<file path="config.mk">
export PLATFORM = sky130hd
export DESIGN_NAME = sprite_line_fetch
export DESIGN_NICKNAME = d
export VERILOG_FILES = /design/src/rtl/sprite_line_fetch.sv
export SDC_FILE = /design/constraint.sdc
export NUM_CORES = 1
export LEC_CHECK = 0
export CAP_MARGIN = 0
export CORE_MARGIN = 10
export CORE_UTILIZATION = 62
export DETAILED_ROUTE_END_ITERATION = 16
export PLACE_DENSITY = 0.75
export SYNTH_ARGS = -nofsm -noshare
export SYNTH_HDL_FRONTEND = slang
export SYNTH_SLANG_ARGS = --single-unit
</file>
<file path="constraint.sdc">
create_clock -name Clk -period 6.78 [get_ports Clk]
set_clock_uncertainty 0.15 [all_clocks]
set_input_delay 1.017 -clock Clk [delete_from_list [all_inputs] [get_ports Clk]]
set_output_delay 1.017 -clock Clk [all_outputs]
set_load 0.02 [all_outputs]
</file>
<file path="src/rtl/sprite_line_fetch.sv">
// rtl/sprite_line_fetch.sv - sprite row fetch into double line buffer with per-pixel query
//
// Purpose: during hblank, walks one sprite row through the sprite ROM and captures
// it into a back line buffer, then swaps it to the front. During active video,
// answers per-column colour/hit queries from the front buffer with 1-cycle latency.
//
// Ports:
//   Clk, Reset_n                 clock, asynchronous active-low reset
//   start                        one-cycle pulse at start of hblank
//   line_y, sprite_y, sprite_x   next scanline, sprite top and left edges
//   flip_x                       mirror the sprite horizontally
//   rom_read_address, rom_data_in  sprite ROM port (read data 1 cycle after address)
//   busy, done                   fetch in progress / buffers just swapped
//   draw_x                       query column
//   pixel_out, pixel_hit         registered query result
module sprite_line_fetch #(
    parameter int          SPRITE_W    = 32,
    parameter int          SPRITE_H    = 32,
    parameter logic [23:0] TRANSPARENT = 24'h000000
) (
    input  logic        Clk,
    input  logic        Reset_n,
    input  logic        start,
    input  logic [9:0]  line_y,
    input  logic [9:0]  sprite_x,
    input  logic [9:0]  sprite_y,
    input  logic        flip_x,
    output logic [9:0]  rom_read_address,
    input  logic [23:0] rom_data_in,
    output logic        busy,
    output logic        done,
    input  logic [9:0]  draw_x,
    output logic [23:0] pixel_out,
    output logic        pixel_hit
);

    localparam int          CW  = $clog2(SPRITE_W);
    localparam int          RB  = 10 - CW;
    localparam logic [10:0] H11 = 11'(SPRITE_H);

    typedef enum logic [2:0] {S_IDLE, S_CHECK, S_FETCH, S_DRAIN, S_DONE} state_t;

    state_t          state;
    logic [10:0]     row;
    logic [CW-1:0]   col;
    logic [CW-1:0]   col_d;
    logic            cap_en;
    logic            flip_l;
    logic [9:0]      x_l;
    logic            front_sel;
    logic            back_sel;
    logic [1:0]      buf_valid;
    logic [9:0]      buf_x [0:1];

    logic [23:0]         pix_mem [0:2*SPRITE_W-1];
    logic [2*SPRITE_W-1:0] opaque;

    logic [CW-1:0]   wr_idx;
    logic [10:0]     px;
    logic [CW:0]     rd_addr;
    logic            q_hit;

    assign back_sel = ~front_sel;

    // Address is only driven while fetching so the ROM sees 0 when idle.
    assign rom_read_address = (state == S_FETCH) ? {row[RB-1:0], col} : 10'd0;

    // Mirroring a power-of-two width is just bit inversion of the column.
    assign wr_idx = flip_l ? ~col_d : col_d;

    // Signed 11-bit offset; bits above CW all zero means 0 <= px < SPRITE_W.
    assign px      = {1'b0, draw_x} - {1'b0, buf_x[front_sel]};
    assign rd_addr = {front_sel, px[CW-1:0]};
    assign q_hit   = buf_valid[front_sel] && (px[10:CW] == '0) && opaque[rd_addr];

    always_ff @(posedge Clk or negedge Reset_n) begin
        if (!Reset_n) begin
            state     <= S_IDLE;
            row       <= '0;
            col       <= '0;
            col_d     <= '0;
            cap_en    <= 1'b0;
            flip_l    <= 1'b0;
            x_l       <= '0;
            front_sel <= 1'b0;
            buf_valid <= '0;
            buf_x[0]  <= '0;
            buf_x[1]  <= '0;
            busy      <= 1'b0;
            done      <= 1'b0;
        end else begin
            // Capture trails the address stream by the ROM's one-cycle latency.
            col_d  <= col;
            cap_en <= (state == S_FETCH);
            case (state)
                S_IDLE: begin
                    if (start) begin
                        row    <= {1'b0, line_y} - {1'b0, sprite_y};
                        x_l    <= sprite_x;
                        flip_l <= flip_x;
                        busy   <= 1'b1;
                        state  <= S_CHECK;
                    end
                end
                S_CHECK: begin
                    if (!row[10] && (row < H11)) begin
                        col   <= '0;
                        state <= S_FETCH;
                    end else begin
                        buf_valid[back_sel] <= 1'b0;
                        busy                <= 1'b0;
                        done                <= 1'b1;
                        state               <= S_DONE;
                    end
                end
                S_FETCH: begin
                    col <= col + 1'b1;
                    if (col == CW'(SPRITE_W - 1))
                        state <= S_DRAIN;
                end
                S_DRAIN: begin
                    buf_valid[back_sel] <= 1'b1;
                    busy                <= 1'b0;
                    done                <= 1'b1;
                    state               <= S_DONE;
                end
                S_DONE: begin
                    // The sprite position travels with its buffer.
                    buf_x[back_sel] <= x_l;
                    front_sel       <= back_sel;
                    done            <= 1'b0;
                    state           <= S_IDLE;
                end
                default: state <= S_IDLE;
            endcase
        end
    end

    // Buffer contents are gated by the valid flags, so they need no reset.
    always_ff @(posedge Clk) begin
        if (cap_en) begin
            pix_mem[{back_sel, wr_idx}] <= rom_data_in;
            opaque[{back_sel, wr_idx}]  <= (rom_data_in != TRANSPARENT);
        end
    end

    always_ff @(posedge Clk or negedge Reset_n) begin
        if (!Reset_n) begin
            pixel_hit <= 1'b0;
            pixel_out <= '0;
        end else begin
            pixel_hit <= q_hit;
            pixel_out <= q_hit ? pix_mem[rd_addr] : 24'd0;
        end
    end

endmodule

</file>
[Word level (Yosys, flattened, before mapping)]
Memory sizes are Yosys's and may differ from the RTL's.
Cells that the tools add are included.
Storage, ports and cells
  RAM bits: 1536
  memories kept: 1
  output and inout bits: 37
  register bits: 150
Cells by class
  $add $sub $neg: 3
  bitwise logic cells: 7
  reductions and logical operators: 20
  $lt $le $gt $ge: 10
  equal/unequal tests: 9
  muxes and demuxes: 33
Memory list
  pix_mem: depth 64, width 24, read ports 1, clocked after Yosys merged registers in 0, wr ports 1, RTL line 55  | logic [23:0] pix_mem [0:2*SPRITE_W-1];
Operators with widths (count)
  bitwise mux 64 bit: 1
  two-way mux 10 bit: 5
  two-way mux 24 bit: 1
  nonzero test 24 bit: 1
  subtractor 10 x 10 -> 11 bit: 2
  bitwise mux 20 bit: 1
  less-than comparator 6 x 7 -> 1 bit (second input constant): 2
  case mux 3 bit (4 select lines): 1
  less-than comparator 11 x 6 -> 1 bit (second input constant): 1
  demux 10 bit (select 1 bit): 1
  two-way mux 1 bit: 10
  two-way mux 5 bit: 2
  case mux 5 bit (2 select lines): 1
  AND reduction 2 bit: 5
  two-way mux 3 bit: 3
  binary-select mux 1 bit (select 6 bit): 1
  demux 1 bit (select 6 bit): 1
  == test 3 x 2 -> 1 bit (second input constant): 2
  greater-or-equal comparator 6 x 1 -> 1 bit (second input constant): 1
  logical AND 1 bit: 6
  zero test 6 bit: 1
  inequality test 2 bit (second input constant): 3
  case mux 1 bit (3 select lines): 2
  nonzero test 3 bit: 2
  other kinds (22): 26

[Longest topological paths before layout]
Gate-level depths: netlist of run 1.
  depth in word-level cells: 9
  mapped depth: 17
  mapped depth without buffers: 11

[Worst setup path before layout of run 1]
No wires, ideal clock.
  path type: register to register
  start point: register front_sel
  end point: register pixel_out[10]
  path slack: 2.071 ns
  cell stages (with the launch flop): 14
  buffers on the path: 7
  required time: 6.487 ns
  data arrival time: 4.415 ns
  path through: dfrtp_1 > clkbuf_1 > clkbuf_1 > buf_1 > clkbuf_1 > mux2i_1 > fa_1 > clkbuf_1 > clkbuf_1 > clkbuf_1 > mux4_2 > mux4_2 > mux4_2 > nor3b_2
On the way
  cells in the longest elaborated chain, start to end: 9
Ends and longest elaborated chain
  start, declared: RTL line 50  | logic front_sel;
  start signal, assigned: RTL line 130  | front_sel <= back_sel;
  inverter 1 -> 2 bit (not written as such): RTL line 72  | assign px = {1'b0, draw_x} - {1'b0, buf_x[front_sel]};
  two-way mux 10 bit (not written as such) (3 in series): RTL line 72
  subtractor 10 x 10 -> 11 bit: RTL line 72
  binary-select mux 1 bit (select 6 bit) or zero test 6 bit (tied branches): RTL line 74  | assign q_hit = buf_valid[front_sel] && (px[10:CW] == '0) && opaque[rd_addr];
  two-way mux 1 bit (not written as such) or logical AND 1 bit (tied branches): RTL line 74
  logical AND 1 bit: RTL line 74
  two-way mux 24 bit (*): RTL line 153  | pixel_out <= q_hit ? pix_mem[rd_addr] : 24'd0;
  end signal, assigned: RTL line 153
  end, declared: RTL line 33  | output logic [23:0] pixel_out,
Every way passes the cells marked *; elsewhere a longest branch is shown, timed or not. The select of a mux whose other input is x is not followed.
A chain may end at the register's enable or synchronous reset.

[Final worst setup path of run 1]
  start point: register front_sel
  end point: register pixel_out[3]
The elaborated chain is that of the path after synthesis.

==> out/summary.txt, run 1 <==
Final Hold Violating Endpoints = 0
largest voltage drop on the vdd net = 0.000573 V
cell type with the highest aggregate area in the netlist = edfxtp_1
unrepaired setup endpoints after global routing = false
worst slew pin tran = 1.08 ns
clock latency at the later pin of the worst-skew pair = 0.77 ns
arithmetic-cell share of the synthesized area counting full adders, half adders and majority gates = 0.483%
ranking of synthesized cells by instance count = edfxtp_1 (1,600), mux4_2 (520), dfrtp_1 (86), nor2_1 (81), clkbuf_1 (68)
final total negative setup slack = 0 ns
placeable core region = 105,000 um^2
Filler cells = 5,845
main combinational cell family by area after synthesis = multiplexers
Final WS setup = 1.79 ns
post-synthesis to final-layout area growth = 13.8%
final worst path period need = 4.99 ns
number of max-capacitance violations reported = 0
via count = 32,200
area taken by multi-input logic gates = 14,700 um^2
CTS max path bufs = 3
leading cell type by number of instances after synthesis = edfxtp_1
First DRT Iteration DRCs = 4,730
layout cell share with drive strength beyond 1 = 33.6%
Crit-path slowest cell = nand4_1
post-synthesis compound-gate area fraction = 0.716%
die extent in x = 345 um
Num Clock Sinks = 1,686
share of the clock period used by the worst path = 73.5%
worst setup path class = register to register
Synthesis Warnings = 0
pin count of the biggest net entering global routing = 92
area fraction of the dominant cell type after synthesis = 73.5%
HP Class = input pin to asynchronous set/reset pin
FP Rows = 119
startpoint type of the worst setup path = register
vertical extent of the die = 345 um
drt via density = 7.12
first-pass detailed-route iteration total = 6
total global routing overflow = 0
number of setup buffers added after CTS = 0
total power after layout = 37.4 mW
via count of the first global-routing pass = 33,100
total number of nets in the final design = 3,094
slowest cell delay on critical path = 0.56 ns
Post-Route Hold Slack = 0.0805 ns
register area share after synthesis = 76.8%
Critical Path Fanout Max = 21
fraction of synthesized cell area in xor and xnor cells = 0.117%
Syn Area/Cell = 23.9 um^2
DIE AREA = 119,000 um^2
async set-or-reset flop fraction in the synthesized netlist = 5.10%
Worst setup EP type = register
CTS Buf Count = 163
register-to-register path setup slack = 1.79 ns
power per cell area = 503 nW/um^2
Antenna Violating Nets Remaining = 0
Arr. time, crit path = 5.51 ns
area taken by flip-flops and latches = 50,200 um^2
remaining max-slew budget at the tightest pin = 27.0%
number of instances in the placed design = 4,227
placer's final routability congestion estimate = 0.837
cell at the root of the clock tree = clkbuf_16
Post-Synth Simple-Gate Area = 1.84%
pre-CTS setup slack = 1.17 ns
post-synthesis mux area share = 18.9%
register bit total from synthesis = 1,686
number of gates resized after CTS = 0
synth unique cells = 54
number of hold buffers added after CTS = 0
antenna violations before repair = 11
Worst EP required = 7.30 ns
post-detailed-placement half-perimeter wirelength = 89,200 um
leakage power of the design = 23.8 nW
detail-routed net length per standard cell = 37.3 um
nets in the synthesized netlist = 2,829
final wirelength = 169,000 um
most frequently used flop master after synthesis = edfxtp_1
CTS tree = done
number of flops mapped to enable cells by yosys = 1,600
I/O pin count = 105
Gate Count Post-Synth = 2,737
remaining design rule violation count = 0
number of max-slew violations in the final report = 0
clock input transition at the sequential cells of the worst setup and hold paths = 0.06 ns
initial core utilization = 62.2%
number of failing setup endpoints in the final timing report = 0
timing-limited maximum frequency = 201 MHz
chain of cells forming the critical path = mux2_2 > ha_4 > inv_1 > fa_4 > a211o_1 > o21ai_1 > xor2_4 > buf_4 > nor2_1 > a22oi_1 > nand4_1 > buf_12 > nor3b_1
top cells by area, synth = edfxtp_1 (74%), mux4_2 (18%), dfrtp_1 (3.3%)
status = finished, final reports clean
port buffer count = 104
total routing resource utilization after global routing = 29.2%
count of placed standard cells in the final layout, fillers left out = 4,529
area of the mapped netlist = 65,300 um^2
global-route wire length before repair = 244,000 um
CTS H-Tree Depth = 4
-- metal layers --
metal	vias up	GRT usage, %	wire length (um)
li1	12200	-	-
met1	17000	39.3	59000
met2	2499	45.5	81700
met3	451	7.45	20600
met4	10	12.9	7810
met5	-	0	69
-- placed cells by master, fill, tap and decap left out, types with 4 or more instances in the layout --
cell type,instances
a21oi_1,14
and3_1,13
buf_12,15
buf_2,24
buf_4,117
bufinv_16,24
clkbuf_1,21
clkbuf_16,165
clkdlybuf4s50_1,79
clkinv_1,29
clkinv_2,33
clkinv_4,5
clkinvlp_4,8
dfrtp_1,85
edfxtp_1,1600
ha_1,21
inv_1,22
inv_6,7
mux2_2,35
mux2i_1,23
mux4_2,520
nand2_1,24
nand2b_1,15
nand3_1,6
nor2_1,17
nor2_2,48
nor2_4,16
nor2b_1,15
nor3_1,7
nor3b_1,11
nor3b_2,19
nor4_1,8
o21a_1,8
o21ai_0,16
o31ai_1,4
-- flip-flops by register name (all words and copies together) (netlist names), named ones only --
name       count
col            5
col_d          5
cap_en         1
pix_mem     1536
front_sel      1
pixel_hit      1
row           11
opaque        64
buf_x         20
done           1
x_l           10
state          3
flip_l         1
busy           1
pixel_out     24
-- cell type report --
class                   instances  share of cell area (%)
well taps                    1391                    2.34
clock inverters               111                    1.69
inverters                      22                   0.111
flip-flops and latches       1686                    67.5
clock buffers                 189                    5.71
repair buffers                236                    2.85
multi-input cells             893                    19.8
diodes                          1                 0.00336
-- worst max-delay path, delay by kind of cell (launching register included) --
kind / cells / cell delay (ns)
compound gates: 3 / 0.89
xor+xnor: 1 / 0.38
fa+ha+maj: 2 / 0.65
buf+inv: 3 / 0.96
flops: 1 / 0.54
mux: 1 / 0.30
simple gates: 3 / 0.98
-- final timing paths --
check	startpoint	endpoint	cells after the start
worst max-delay path	front_sel$_DFFE_PN0N_	pixel_out[3]$_DFF_PN0_	13
worst min-delay path	Reset_n	row[10]$_DFFE_PN0P_	1
worst max register to register	front_sel$_DFFE_PN0N_	pixel_out[3]$_DFF_PN0_	13
worst min register to register	col[4]$_DFFE_PN0P_	col_d[4]$_DFF_PN0_	0
max in group asynchronous	Reset_n	pixel_out[13]$_DFF_PN0_	2
min in group Clk	col[4]$_DFFE_PN0P_	col_d[4]$_DFF_PN0_	0
-- power breakdown --
group	internal [mW]	total [mW]	switching, mW
sequential	11.6	11.7	0.164
combinational	7.78	16.3	8.57
clock	5.43	9.33	3.90
total	24.8	37.4	12.6
-- metrics by stage --
step                      area, um^2  utilization, %
after floorplan                65300               -
after global routing           74400            70.8
final                          74400            70.8
after global placement         68800            65.6
after detailed placement       68800            65.6
after CTS                      74300            70.8
-- logic make-up (layout without fill, tap and decap cells) --
family | count (synthesis) | in the layout
DFF | 1686 | 1686
other | 0 | 1
adders and majority gates | 24 | 24
xor gates and xnor gates | 7 | 7
buffers and inverters | 158 | 558
and+or+nand+nor | 213 | 213
muxes | 578 | 578
AOI/OAI and AO/OA | 71 | 71
Note: power is estimated with default switching activity, not from simulation.
==> run 2, diff against run 1 <==
==> constraint.sdc (replaced) <==
create_clock -name Clk -period 5.1 [get_ports Clk]
set_clock_uncertainty 0.15 [all_clocks]
set_input_delay 0.765 -clock Clk [delete_from_list [all_inputs] [get_ports Clk]]
set_output_delay 0.765 -clock Clk [all_outputs]
set_load 0.02 [all_outputs]
==> out/summary.txt, run 2 (synthesis gave the netlist of run 1 again) <==
core occupancy in the finished layout = 70.9% (about the same)
pin count of the biggest net entering global routing = 65 (-29%)
number of max-capacitance violations reported = 0 (unchanged)
Critical Path Fanout Max = 29 (+38%)
cell at the root of the clock tree = clkbuf_16
post-detailed-placement half-perimeter wirelength = 96,300 um (+8.0%)
HP Class = input pin to register
power per cell area = 664 nW/um^2 (+32%)
first-pass detailed-route iteration total = 8 (+2)
clock latency at the later pin of the worst-skew pair = 0.77 ns (about the same)
instance count along the most critical hold path = 1
largest voltage drop on the vdd net = 0.000520 V (-9.4%)
hold-critical path endpoint = pix_mem[49][12]$_DFFE_PP_
final worst path period need = 4.40 ns (-0.585 ns)
via count = 32,600 (+1.1%)
number of instances in the placed design = 4,246 (+0.45%)
DIE AREA = 119,000 um^2 (unchanged)
Post-Route Hold Slack = 0.156 ns (+0.0750 ns)
number of failing setup endpoints in the final timing report = 0 (unchanged)
unrepaired setup endpoints after global routing = false
CTS H-Tree Depth = 4 (unchanged)
number of flip-flops under the largest register name = 1,536 (unchanged)
detail-routed net length per standard cell = 38.5 um (+3.2%)
internal power of the cells = 33.2 mW (+34%)
total global routing overflow = 0 (unchanged)
Antenna Violating Nets Remaining = 0 (unchanged)
CTS tree = done
number of max-slew violations in the final report = 0 (unchanged)
I/O pin count = 105 (unchanged)
CTS Buf Count = 161 (-1.2%)
FP Rows = 119 (unchanged)
Final WS setup = 0.699 ns (-1.10 ns)
number of setup buffers added after CTS = 0 (unchanged)
Worst setup EP type = register
vertical extent of the die = 345 um (unchanged)
timing-limited maximum frequency = 227 MHz (+13%)
total number of nets in the final design = 3,111 (+0.55%)
share of the clock period used by the worst path = 86.3% (+13 points)
via count of the first global-routing pass = 33,000 (-0.24%)
placeable core region = 105,000 um^2 (unchanged)
Register-to-Register Path Depth = 11 (-2)
switch share = 32.9% (-0.82 points)
final wirelength = 175,000 um (+3.5%)
antenna violations before repair = 12 (+1)
status = finished, final reports clean
First DRT Iteration DRCs = 5,443 (+15%)
initial core utilization = 62.2% (unchanged)
post-synthesis to final-layout area growth = 13.9% (about the same)
clock power share = 23.8% (-1.1 points)
worst reg2reg path endpoint = pixel_out[1]$_DFF_PN0_
Filler cells = 5,805 (-0.68%)
remaining max-slew budget at the tightest pin = 34.8% (+7.8 points)
startpoint type of the worst setup path = register
Num Clock Sinks = 1,686 (unchanged)
global-route wire length before repair = 249,000 um (+2.0%)
layout cell share with drive strength beyond 1 = 33.2% (-0.40 points)
die extent in x = 345 um (unchanged)
leading cell type in the layout, fill and taps excluded = edfxtp_1
Largest Register = pix_mem
Sequential Power Share = 31.5% (about the same)
worst setup path class = register to register
placer's final routability congestion estimate = 0.848 (+1.4%)
final total negative setup slack = 0 ns (unchanged)
total routing resource utilization after global routing = 30.0% (+0.90 points)
Arr. time, crit path = 4.85 ns (-0.66 ns)
CTS max path bufs = 3 (unchanged)
fraction of power consumed by combinational cells = 44.7% (+1.0 points)
count of placed standard cells in the final layout, fillers left out = 4,544 (+0.33%)
remaining design rule violation count = 0 (unchanged)
port buffer count = 104 (unchanged)
Regs by FF count = pix_mem x1536, opaque x64, pixel_out x24
worst slew pin tran = 0.976 ns (-0.108 ns)
Worst EP required = 5.55 ns (-1.75 ns)
startpoint of the worst hold path = rom_data_in[12]
drt via density = 7.17 (+0.72%)
Net Switching = 16.3 mW (+29%)
Final Hold Violating Endpoints = 0 (unchanged)
number of gates resized after CTS = 0 (unchanged)
Reg-to-Reg Start = front_sel$_DFFE_PN0N_
most frequent cells in the layout = edfxtp_1 (1,600), mux4_2 (520), clkbuf_16 (168)
clock input transition at the sequential cells of the worst setup and hold paths = 0.06 ns (about the same)
register-to-register path setup slack = 0.70 ns (-1.10 ns)
leakage power of the design = 23.8 nW (about the same)
pre-CTS setup slack = 0.223 ns (-0.949 ns)
[run 2: cell count changes in the layout (fill, tap and decap cells not counted), moves of 4 or more]
cell and change:
clkinvlp_4 -4, bufinv_16 -10, clkinv_2 -5, buf_12 +19, clkinv_1 +7, clkbuf_1 +14
[run 2: repair_timing]
| item | CTS | global route |
|---|---|---|
| endpoints found under the setup margin | 0 | 0 |
| hold buffers | 1 | 0 |
| endpoints found under the hold margin | 50 | 0 |
[run 2: power groups by stage]
stage / registers [mW] / logic [mW] / clock network [mW]
floorplan: 15.8 / 14.5 / 0
global placement: 15.9 / 21.5 / 0
detailed placement: 15.9 / 21.8 / 0
CTS: 15.6 / 22.1 / 11.9
global route: 15.6 / 22.9 / 12.4
finish: 15.6 / 22.1 / 11.7
[run 2: through the flow]
step | power (mW) | cell area [um^2]
after floorplan | 30.3 | 65300
after global placement | 37.3 | 69200
after detailed placement | 37.6 | 69200
after CTS | 49.5 | 74400
after global routing | 50.9 | 74400
final | 49.4 | 74400
[run 2: how the worst max path moves through the flow]
stage	start	endpoint	cells past startpoint
after floorplan	front_sel$_DFFE_PN0N_	pixel_out[10]$_DFF_PN0_	13
after global placement	rom_data_in[1]	opaque[35]$_DFFE_PP_	4
after detailed placement	draw_x[0]	pixel_out[0]$_DFF_PN0_	13
after CTS	front_sel$_DFFE_PN0N_	pixel_out[1]$_DFF_PN0_	12
after global routing	front_sel$_DFFE_PN0N_	pixel_out[0]$_DFF_PN0_	13
final	front_sel$_DFFE_PN0N_	pixel_out[1]$_DFF_PN0_	11
[run 2: layout make-up]
class | instances | area (um^2) | share of cell area (%)
Sequential cell | 1686 | 50200 | 67.5
Multi-Input combinational cell | 893 | 14700 | 19.8
Clock buffer | 206 | 4380 | 5.88
Timing Repair Buffer | 255 | 2480 | 3.34
Tap cell | 1391 | 1740 | 2.34
Clock inverter | 89 | 795 | 1.07
Inverter | 22 | 82.6 | 0.111
Antenna cell | 2 | 5.00 | 0.00673
[run 2: worst max-delay path: stages (launching register included)]
cell	delay, ns
dfrtp_2	0.53
mux2_2	0.30
ha_4	0.13
inv_1	0.06
fa_4	0.91
buf_12	0.23
buf_12	0.25
buf_4	0.19
mux4_2	0.33
mux4_2	0.50
mux4_2	0.48
nor3b_1	0.15
[run 2: routing by layer]
layer | GRT usage (%) | share of wire (%) | vias up | wire length (um)
met5 | 0 | 0.15 | - | 260
met4 | 12.3 | 4.4 | 14 | 7670
met3 | 8.57 | 13 | 444 | 23000
met2 | 46.4 | 48 | 2585 | 83700
met1 | 40.8 | 35 | 17200 | 60500
li1 | - | - | 12300 | -
